[src/rtl/highway_interval_timer.sv]
// Interval timer for the highway light FSM: long (green) and short (yellow) down-counters
// with a prescaled tick. Optional macro HWY_TIMER_PAUSE_EN adds a `pause` input that freezes counting.
module highway_interval_timer #(
    parameter int unsigned TIMEOUT_BIT = 4,
    parameter int unsigned t_bit       = 2,
    parameter int unsigned LONG_VAL    = 9,
    parameter int unsigned SHORT_VAL   = 3,
    parameter int unsigned TICK_DIV    = 1
) (
    input  logic                   clk,
    input  logic                   rst,
`ifdef HWY_TIMER_PAUSE_EN
    input  logic                   pause,
`endif
    input  logic                   start_g_h,
    input  logic                   start_y_h,
    output logic [TIMEOUT_BIT-1:0] Timeout,
    output logic [t_bit-1:0]       timeout,
    output logic                   long_done,
    output logic                   short_done,
    output logic                   busy
);

    localparam int unsigned PRE_W = (TICK_DIV > 1) ? $clog2(TICK_DIV) : 1;
    localparam logic [PRE_W-1:0] PRE_LAST = PRE_W'(TICK_DIV - 1);

    typedef enum logic [1:0] {
        S_IDLE  = 2'd0,
        S_LONG  = 2'd1,
        S_SHORT = 2'd2
    } state_t;

    state_t                 state_q, state_d;
    logic [TIMEOUT_BIT-1:0] long_q, long_d;
    logic [t_bit-1:0]       short_q, short_d;
    logic [PRE_W-1:0]       pre_q, pre_d;
    logic                   long_done_q, long_done_d;
    logic                   short_done_q, short_done_d;
    logic                   busy_q, busy_d;
    logic                   run_c;

`ifdef HWY_TIMER_PAUSE_EN
    assign run_c = ~pause;
`else
    assign run_c = 1'b1;
`endif

    // Next-state: loads take priority over ticking; green load beats yellow load.
    always_comb begin
        state_d      = state_q;
        long_d       = long_q;
        short_d      = short_q;
        pre_d        = pre_q;
        long_done_d  = 1'b0;
        short_done_d = 1'b0;

        if (start_g_h) begin
            long_d  = TIMEOUT_BIT'(LONG_VAL);
            pre_d   = '0;
            state_d = S_LONG;
        end else if (start_y_h) begin
            short_d = t_bit'(SHORT_VAL);
            pre_d   = '0;
            state_d = S_SHORT;
        end else if ((state_q != S_IDLE) && run_c) begin
            if (pre_q == PRE_LAST) begin
                pre_d = '0;
                if (state_q == S_LONG) begin
                    if (long_q == TIMEOUT_BIT'(1)) begin
                        long_d      = '0;
                        long_done_d = 1'b1;
                        state_d     = S_IDLE;
                    end else if (long_q == '0) begin
                        state_d = S_IDLE;
                    end else begin
                        long_d = long_q - TIMEOUT_BIT'(1);
                    end
                end else begin
                    if (short_q == t_bit'(1)) begin
                        short_d      = '0;
                        short_done_d = 1'b1;
                        state_d      = S_IDLE;
                    end else if (short_q == '0) begin
                        state_d = S_IDLE;
                    end else begin
                        short_d = short_q - t_bit'(1);
                    end
                end
            end else begin
                pre_d = pre_q + PRE_W'(1);
            end
        end

        busy_d = (state_d != S_IDLE);
    end

    // Reset lands in the green interval, matching the light FSM.
    always_ff @(posedge clk) begin
        if (rst) begin
            state_q      <= S_LONG;
            long_q       <= TIMEOUT_BIT'(LONG_VAL);
            short_q      <= t_bit'(SHORT_VAL);
            pre_q        <= '0;
            long_done_q  <= 1'b0;
            short_done_q <= 1'b0;
            busy_q       <= 1'b1;
        end else begin
            state_q      <= state_d;
            long_q       <= long_d;
            short_q      <= short_d;
            pre_q        <= pre_d;
            long_done_q  <= long_done_d;
            short_done_q <= short_done_d;
            busy_q       <= busy_d;
        end
    end

    assign Timeout    = long_q;
    assign timeout    = short_q;
    assign long_done  = long_done_q;
    assign short_done = short_done_q;
    assign busy       = busy_q;

endmodule

[config.mk]
export PLATFORM = sky130hd
export DESIGN_NAME = highway_interval_timer
export DESIGN_NICKNAME = d
export VERILOG_FILES = /design/src/rtl/highway_interval_timer.sv
export SDC_FILE = /design/constraint.sdc
export NUM_CORES = 1
export LEC_CHECK = 0
export CORE_UTILIZATION = 37
export DETAILED_ROUTE_END_ITERATION = 10
export DONT_BUFFER_PORTS = 1
export HOLD_SLACK_MARGIN = 0.15
export PLACE_DENSITY = 0.58
export SETUP_SLACK_MARGIN = 0.02
export SYNTH_ARGS = -nofsm -noshare
export SYNTH_HDL_FRONTEND = slang
export SYNTH_SLANG_ARGS = --single-unit
[constraint.sdc]
create_clock -name clk -period 1.7 [get_ports clk]
set_input_delay 0.34 -clock clk [delete_from_list [all_inputs] [get_ports clk]]
set_output_delay 0.34 -clock clk [all_outputs]
set_load 0.05 [all_outputs]
==> results of run 1 <==
==> cells in the mapped netlist <==
| master | instances | area [um^2] |
|---|---|---|
| or3_1 | 1 | 6.260 |
| nor2_1 | 6 | 22.52 |
| a221o_1 | 1 | 10.01 |
| nand3_1 | 3 | 15.01 |
| inv_1 | 6 | 22.52 |
| nand2b_1 | 1 | 6.260 |
| nand2_1 | 3 | 11.26 |
| a21oi_1 | 4 | 20.02 |
| a21o_1 | 1 | 7.510 |
| nor3_1 | 3 | 15.01 |
| o41ai_1 | 1 | 8.760 |
| a21o_2 | 1 | 8.760 |
| a21boi_0 | 1 | 7.510 |
| dfxtp_1 | 11 | 220.2 |
| buf_6 | 1 | 11.26 |
| ha_1 | 5 | 62.56 |
| a31o_2 | 1 | 8.760 |
| o211ai_1 | 3 | 22.52 |
| or3b_4 | 1 | 11.26 |
| nor4b_1 | 1 | 8.760 |
| nor3b_1 | 1 | 7.510 |
| nand4_1 | 1 | 6.260 |
| a211o_2 | 1 | 10.01 |
| o21ai_0 | 3 | 15.01 |
| o21bai_1 | 1 | 7.510 |
| o2111ai_1 | 1 | 8.760 |
| or2_2 | 2 | 12.51 |
==> per-layer routing <==
metal	routed length (um)	vias up
met5	0	-
met4	7	0
met3	62	2
met2	455	11
met1	557	223
li1	-	257
==> worst reg2reg max path, cell delays in order (launching register included) <==
cell	delay, ns
dfxtp_2	0.32
inv_1	0.06
ha_1	0.20
nand2b_1	0.20
a211o_2	0.34
a31o_2	0.23
==> path summary, 6_finish.rpt <==
path | to | cells past startpoint | startpoint | slack (ns)
max reg2reg | timeout[1]$_SDFFE_PP1P_ | 5 | timeout[1]$_SDFFE_PP1P_ | 0.25
max | timeout[1]$_SDFFE_PP1P_ | 5 | timeout[1]$_SDFFE_PP1P_ | 0.25
min reg2reg | busy$_SDFF_PP1_ | 2 | state_q[0]$_SDFF_PP1_ | 0.53
min | timeout[1]$_SDFFE_PP1P_ | 1 | rst | 0.17
==> stage by stage <==
step	utilization, %	hold slack, ns	setup slack [ns]
global placement	46.61	0.4207	0.2748
CTS	49.27	0.1644	0.2383
floorplan	-	0.4166	0.02169
finish	49.27	0.1703	0.2460
global route	49.27	0.1540	0.1640
detailed placement	46.61	0.4240	0.2508
==> layout make-up <==
cell class                 count  area (um^2)
fill                         142        693.2
multi-input combinational     47        320.3
sequential                    11        222.7
timing repair buffer           8        62.56
clock buffer                   4        26.28
inverter                       6        22.52
tap                           15        18.77
==> sequential cells by signal, indices dropped and copies added, names as in the netlist <==
signal	cells
busy	1
timeout	2
Timeout	4
short_done	1
state_q	2
long_done	1
==> logic make-up after synthesis <==
family	share of synthesized area, %
compound gates	23.53
simple gates	21.35
flops	38.34
buf+inv	5.882
fa+ha+maj	10.89
==> power groups by stage <==
| stage | Combinational (uW) | Sequential (uW) | Clock (uW) |
|---|---|---|---|
| 2_1_floorplan | 36.7 | 286 | 0 |
| 3_3_place_gp | 58.7 | 276 | 0 |
| 3_5_place_dp | 58.3 | 276 | 0 |
| 4_1_cts | 60.6 | 270 | 178 |
| 5_1_grt | 67.1 | 271 | 191 |
| 6_report | 60.5 | 270 | 170 |
==> placed cells by master, fill, tap and decap left out <==
cell	count
a211o_2	1
a21boi_0	1
a21o_1	1
a21o_2	1
a21oi_1	4
a221o_1	1
a31o_2	1
buf_4	7
clkbuf_1	1
clkbuf_4	3
dfxtp_1	9
dfxtp_2	2
dlygate4sd3_1	1
ha_1	5
inv_1	6
nand2_1	3
nand2b_1	1
nand3_1	3
nand4_1	1
nor2_1	6
nor3_1	3
nor3b_1	1
nor4b_1	1
o2111ai_1	1
o211ai_1	3
o21ai_0	3
o21bai_1	1
o41ai_1	1
or2_2	2
or3_1	1
or3b_4	1
==> run_results.csv, run 1 <==
group,metric,value,unit
status,status,"completed",
global_route,grt_max_degree,10,
clock_tree,cts_resized,0,
clock_tree,h-tree-depth,1,
synthesis,yosys_warnings,0,
worst_hold_path,hp-class,"primary input to flip-flop",
clock_tree,cts.sinks,11,
routing,drc_errors,0,
routing,wire_per_inst,11.90,um
placement,port_buffers,0,
global_route,met2_usage,22.27,%
setup_path,arrival,1.61,ns
sta,skew,0.004058,ns
pwr,peakVddDrop,0.4432,mV
global_route,grt_use_met3,10.64,%
pwr,finalPower,501.3,uW
flow_run,maxCapViolCount,0,
setup_path,path_buf_inv,1,
sta,hold_viol,0,
global_route,grt-ovfl-total,0,
clock_tree,cts_tree,"built",
pwr,internal_power,378.8,uW
die,initial_utilization,42.03,%
routing,dr.pass1.iters,3,
setup_path,critical_path_peak_fanout,4,
global_route,grtUsageMet1,21.90,%
sta,min_period,1.454,ns
die,fp.dieW,41.40,um
sta,tightestPinTransition,0.4714,ns
setup_path,cp_cell_sequence,"inv_1 -> ha_1 -> nand2b_1 -> a211o_2 -> a31o_2",
setup_path,slowest_delay,0.34,ns
synthesis,ys_seq_area_share,38.34,%
synthesis,syn_inst,65,
synthesis,ys_ff_latch,11,
clock_tree,path_clk_slew,0.06,ns
sta,slew_viol_final,0,
die,core_area,0.001366,mm^2
die,io_pins,13,
global_route,grt_pass1_vias,411,
routing,via_count,493,
pwr,seqPwrFrac,54.0,%
clock_tree,cts_setup_buffers,0,
synthesis,netlist_area,574.3,um^2
sta,rsz0062_at_grt,"false",
synthesis,syn_nets,74,
pwr,power.switching,122.4,uW
setup_path,start_kind,"flip-flop",
clock_tree,cts_root_buf,"clkbuf_4",
cells_and_area,fin_area,673.1,um^2
routing,vias_per_cell,5.418,
global_route,groute.usage.overall,16.43,%
sta,fmax,0.6878,GHz
sta,fin_crit_sh,85.53,%
die,rows,13,
setup_path,cp-end-kind,"flip-flop",
pwr,clkPwrFrac,34.0,%
cells_and_area,stdcell_count,91,
placement,place_area,636.9,um^2
clock_tree,cts_made_buffers,3,
clock_tree,clk-insertion-delay-late,0.26,ns
pwr,combPwrFrac,12.1,%
die,die_h,41.40,um
cells_and_area,num_antenna_cells,0,
global_route,top_usage_layer,"met2",
routing,ant_nets,0,
placement,dp_hpwl,860.8,um
clock_tree,cts_max_path_buffers,2,
synthesis,synth.distinct_cells,27,
clock_tree,cts_hold_buf,1,
synthesis,syn_avg_cell_area,8.835,um^2
setup_path,crit_required,1.86,ns
global_route,grt_pass1_wl,1780,um
sta,tns,0,ns
cells_and_area,drive_gt1_share,23.68,%
pwr,leakagePower,0.0002774,uW
pwr,cellPowerDensity,744.7,mW/mm^2
setup_path,worstSetupPathType,"flip-flop to flip-flop",
setup_path,cpLargestDelayFamily,"compound AO/OA/AOI/OAI gates",
cells_and_area,syn_to_final_growth,17.21,%
sta,setup_viol,0,
sta,max_slew_margin,68.53,%
global_route,antenna_found_initial,0,
setup_path,slowest_stage,"a211o_2",
placement,place.gp.congestion,0.8101,
routing,drtIter0Drc,4,
pwr,p_sw_share,24.42,%
cells_and_area,nets,86,
routing,routed_wl,1083,um
die,dieArea,0.001714,mm^2
placement,place_inst,86,
No activity file was read; power rests on OpenSTA's default activity.
==> inputs of run 2 (changes only) <==
CORE_MARGIN = 4   (was unset)
CTS_CLUSTER_DIAMETER = 50   (was unset)
==> run_results.csv, run 2 (synthesis results as in run 1) <==
group,metric,value,unit
setup_path,path_depth,5,
setup_path,slowest_stage,"a211o_2",
cells_and_area,largest_reg_flops,4,
global_route,groute.usage.overall,12.79,%
global_route,top_usage_layer,"met1",
setup_path,cp-end-kind,"flip-flop",
routing,ant_nets,0,
global_route,grtUsageMet1,17.65,%
worst_hold_path,hp-class,"primary input to flip-flop",
die,fp.dieW,47.40,um
setup_path,slowest_delay,0.34,ns
sta,fmax,0.6859,GHz
pwr,clkPwrFrac,36.1,%
clock_tree,cts_made_buffers,3,
setup_path,cpLargestDelayFamily,"compound AO/OA/AOI/OAI gates",
setup_path,path_buf_inv,1,
placement,port_buffers,0,
setup_path,worstSetupPathType,"flip-flop to flip-flop",
sta,max_slew_margin,67.11,%
clock_tree,cts_hold_buf,1,
routing,wire_per_inst,13.60,um
clock_tree,cts_setup_buffers,0,
global_route,grt_pass1_wl,1897,um
clock_tree,cts_root_buf,"clkbuf_4",
routing,vias_per_cell,5.567,
setup_path,cp_cell_sequence,"inv_1 -> ha_1 -> nand2b_1 -> a211o_2 -> a31o_2",
routing,drtIter0Drc,9,
pwr,internal_power,377.7,uW
sta,fin_crit_sh,85.76,%
die,initial_utilization,41.54,%
setup_path,crit_required,1.86,ns
sta,hold_viol,0,
placement,dp_hpwl,899.9,um
setup_path,arrival,1.62,ns
setup_path,critical_path_peak_fanout,4,
global_route,grt_pass1_vias,409,
flow_run,maxCapViolCount,0,
clock_tree,cts_tree,"built",
cells_and_area,drive_gt1_share,22.67,%
global_route,grt_max_degree,11,
clock_tree,clk-insertion-delay-late,0.28,ns
sta,tightestPinTransition,0.4923,ns
clock_tree,cts.sinks,11,
pwr,p_sw_share,26.90,%
pwr,combPwrFrac,11.1,%
placement,place.gp.congestion,0.7333,
die,io_pins,13,
clock_tree,cts_resized,0,
die,die_h,47.40,um
cells_and_area,layout_commonest_cell,"dfxtp_1",
pwr,leakagePower,0.0002721,uW
pwr,power.switching,139.0,uW
global_route,met2_usage,14.97,%
routing,via_count,501,
clock_tree,path_clk_slew,0.07,ns
sta,hold_slack,0.1713,ns
sta,min_period,1.458,ns
pwr,cellPowerDensity,776.2,mW/mm^2
sta,slew_viol_final,0,
clock_tree,cts_max_path_buffers,2,
pwr,seqPwrFrac,52.8,%
setup_path,start_kind,"flip-flop",
sta,setup_viol,0,
worst_hold_path,whs_path_depth,1,
pwr,peakVddDrop,0.2998,mV
routing,drc_errors,0,
die,dieArea,0.002246,mm^2
sta,rsz0062_at_grt,"false",
cells_and_area,num_antenna_cells,0,
sta,skew,0.009333,ns
cells_and_area,syn_to_final_growth,15.90,%
clock_tree,h-tree-depth,1,
global_route,antenna_found_initial,0,
die,core_area,0.001383,mm^2
cells_and_area,nets,85,
global_route,grt-ovfl-total,0,
setup_path,reg2reg_depth,5,
die,rows,13,
global_route,grt_use_met3,5.364,%
sta,tns,0,ns
routing,dr.pass1.iters,4,
status,status,"completed",
cells_and_area,final_cell_mix,"dfxtp_1 (9), inv_1 (6), nor2_1 (6), buf_4 (6), ha_1 (5)",
cells_and_area,postLayoutCoreUtil,48.14,%
routing,routed_wl,1224,um
==> run 2: area by class of cell <==
cell class                 instances  area [um^2]
clock buffer                       4        26.28
fill                             138        716.9
inverter                           6        22.52
multi-input combinational         47        320.3
sequential                        11        222.7
tap                               15        18.77
timing repair buffer               7        55.05
==> run 2: per-layer routing <==
metal	part of all wire, %	routed length (um)
met4	2.4	29
met5	0	0
met3	5.6	68
met2	42	518
met1	50	606
==> run 2: power groups by stage <==
stage / Sequential (uW) / Combinational (uW) / Clock (uW)
after detailed placement: 279 / 54.8 / 0
after global routing: 274 / 63.4 / 211
after floorplan: 286 / 36.7 / 0
final: 273 / 57.5 / 186
after global placement: 279 / 54.8 / 0
after CTS: 273 / 57.2 / 196
==> run 2: per-stage QoR <==
step	area (um^2)	std cells	setup slack (ns)	total power, uW
finish	665.6	90	0.2421	516.7
global route	665.6	90	0.1414	547.9
detailed placement	629.4	85	0.2483	333.5
global placement	629.4	85	0.2714	333.6
floorplan	576.8	65	0.02169	322.8
CTS	665.6	90	0.2386	525.5
==> run 2: path summary, 6_finish.rpt <==
path | start | endpoint | slack (ns)
worst max-delay path | timeout[1]$_SDFFE_PP1P_ | timeout[1]$_SDFFE_PP1P_ | 0.24
worst min-delay path | rst | timeout[1]$_SDFFE_PP1P_ | 0.17
worst max register to register | timeout[1]$_SDFFE_PP1P_ | timeout[1]$_SDFFE_PP1P_ | 0.24
worst min register to register | state_q[0]$_SDFF_PP1_ | busy$_SDFF_PP1_ | 0.51
==> run 2: worst reg2reg max path, cell delays in order (launching register included) <==
cell and delay, ns:
dfxtp_2 0.32, inv_1 0.06, ha_1 0.20, nand2b_1 0.19
a211o_2 0.34, a31o_2 0.24
==> inputs of run 3 (changes only) <==
CELL_PAD_IN_SITES_DETAIL_PLACEMENT = 0   (was unset)
CELL_PAD_IN_SITES_GLOBAL_PLACEMENT = 1   (was unset)
CTS_CLUSTER_SIZE = 40   (was unset)
PLACE_DENSITY = 0.72   (was 0.58)
==> run_results.csv, run 3 (synthesis results as in run 1) <==
group,metric,value,unit
status,status,"completed",
global_route,antenna_found_initial,0,
setup_path,slowest_delay,0.34,ns
sta,skew,0.0009182,ns
pwr,peakVddDrop,0.4941,mV
setup_path,cp_cell_sequence,"inv_1 -> ha_1 -> nand2b_1 -> a211o_2 -> a31o_2",
sta,rsz0062_at_grt,"false",
clock_tree,h-tree-depth,1,
setup_path,slowest_stage,"a211o_2",
clock_tree,cts_tree,"built",
setup_path,start_kind,"flip-flop",
clock_tree,cts_hold_buf,1,
sta,fin_crit_sh,86.43,%
sta,tightestPinTransition,0.4789,ns
sta,setup_viol,0,
worst_hold_path,hp-class,"primary input to flip-flop",
global_route,grt_pass1_wl,2007,um
die,die_h,47.40,um
setup_path,arrival,1.63,ns
sta,fmax,0.6806,GHz
cells_and_area,fin_area,673.1,um^2
clock_tree,cts_max_path_buffers,2,
clock_tree,clk-insertion-delay-late,0.27,ns
routing,via_count,501,
routing,ant_nets,0,
cells_and_area,num_antenna_cells,0,
cells_and_area,layout_commonest_cell,"dfxtp_1",
setup_path,r2r_slack,0.23,ns
cells_and_area,syn_to_final_growth,17.21,%
global_route,groute.usage.overall,13.21,%
setup_path,path_buf_inv,1,
routing,drtIter0Drc,6,
pwr,cellPowerDensity,758.8,mW/mm^2
cells_and_area,drive_gt1_share,23.68,%
die,dieArea,0.002246,mm^2
sta,max_slew_margin,68.03,%
die,initial_utilization,41.54,%
global_route,grt_max_degree,10,
setup_path,cp-end-kind,"flip-flop",
clock_tree,cts_setup_buffers,0,
clock_tree,path_clk_slew,0.07,ns
clock_tree,cts.sinks,11,
sta,tns,0,ns
cells_and_area,nets,86,
cells_and_area,final_cell_mix,"dfxtp_1 (9), buf_4 (7), inv_1 (6), nor2_1 (6), ha_1 (5)",
routing,routed_wl,1242,um
global_route,grt-ovfl-total,0,
die,fp.dieW,47.40,um
die,io_pins,13,
sta,slew_viol_final,0,
placement,place.gp.congestion,0.7329,
routing,vias_per_cell,5.505,
flow_run,maxCapViolCount,0,
global_route,grt_pass1_vias,457,
clock_tree,cts_root_buf,"clkbuf_4",
clock_tree,cts_made_buffers,3,
pwr,leakagePower,0.0002774,uW
routing,drc_errors,0,
placement,port_buffers,0,
setup_path,cpLargestDelayFamily,"compound AO/OA/AOI/OAI gates",
die,rows,13,
setup_path,worstSetupPathType,"flip-flop to flip-flop",
cells_and_area,largest_reg_flops,4,
placement,place_area,636.9,um^2
setup_path,crit_required,1.86,ns
routing,dr.pass1.iters,3,
die,core_area,0.001383,mm^2
sta,hold_viol,0,
setup_path,critical_path_peak_fanout,4,
clock_tree,cts_resized,0,
placement,dp_hpwl,957.4,um
routing,wire_per_inst,13.65,um
sta,min_period,1.469,ns
==> run 3: changes by cell type in the layout (fill, tap and decap cells not counted), sizes merged <==
cell,delta
buf,+1
==> run 3: layout make-up <==
class | instances | area [um^2]
Clock buffer | 4 | 26.28
Multi-Input combinational cell | 47 | 320.3
Inverter | 6 | 22.52
Sequential cell | 11 | 222.7
Tap cell | 15 | 18.77
Fill cell | 129 | 709.4
Timing Repair Buffer | 8 | 62.56
==> run 3: power by group <==
part | switching (uW) | total (uW) | internal [uW] | leakage (uW)
sequential | 7.13 | 271 | 264 | 0.0000886
combinational | 36.6 | 60.8 | 24.2 | 0.000174
clock | 87.9 | 179 | 90.9 | 0.0000150
total | 132 | 511 | 379 | 0.000277
==> run 3: layer usage <==
metal / global-route usage (%) / vias to the layer above / routed length [um]
met4: 4.972 / 0 / 12
met2: 18.45 / 15 / 508
met1: 16.67 / 224 / 584
li1: - / 260 / -
met5: 0 / - / 0
met3: 7.663 / 2 / 135
==> run 3: final timing paths <==
check | start | to | depth (start not counted)
worst min-delay path | rst | timeout[1]$_SDFFE_PP1P_ | 1
worst min register to register | state_q[0]$_SDFF_PP1_ | busy$_SDFF_PP1_ | 2
worst max register to register | timeout[1]$_SDFFE_PP1P_ | timeout[1]$_SDFFE_PP1P_ | 5
worst max-delay path | timeout[1]$_SDFFE_PP1P_ | timeout[1]$_SDFFE_PP1P_ | 5
==> run 3: metrics by stage <==
step	util (%)	setup slack [ns]	std cells	hold WS, ns	total power [uW]
2_1_floorplan	-	0.02169	65	0.4166	322.8
3_3_place_gp	46.06	0.2655	86	0.4265	335.8
3_5_place_dp	46.06	0.2336	86	0.4208	336.0
4_1_cts	48.69	0.2231	91	0.1655	516.9
5_1_grt	48.69	0.1581	91	0.1709	535.4
6_report	48.69	0.2307	91	0.1691	510.8
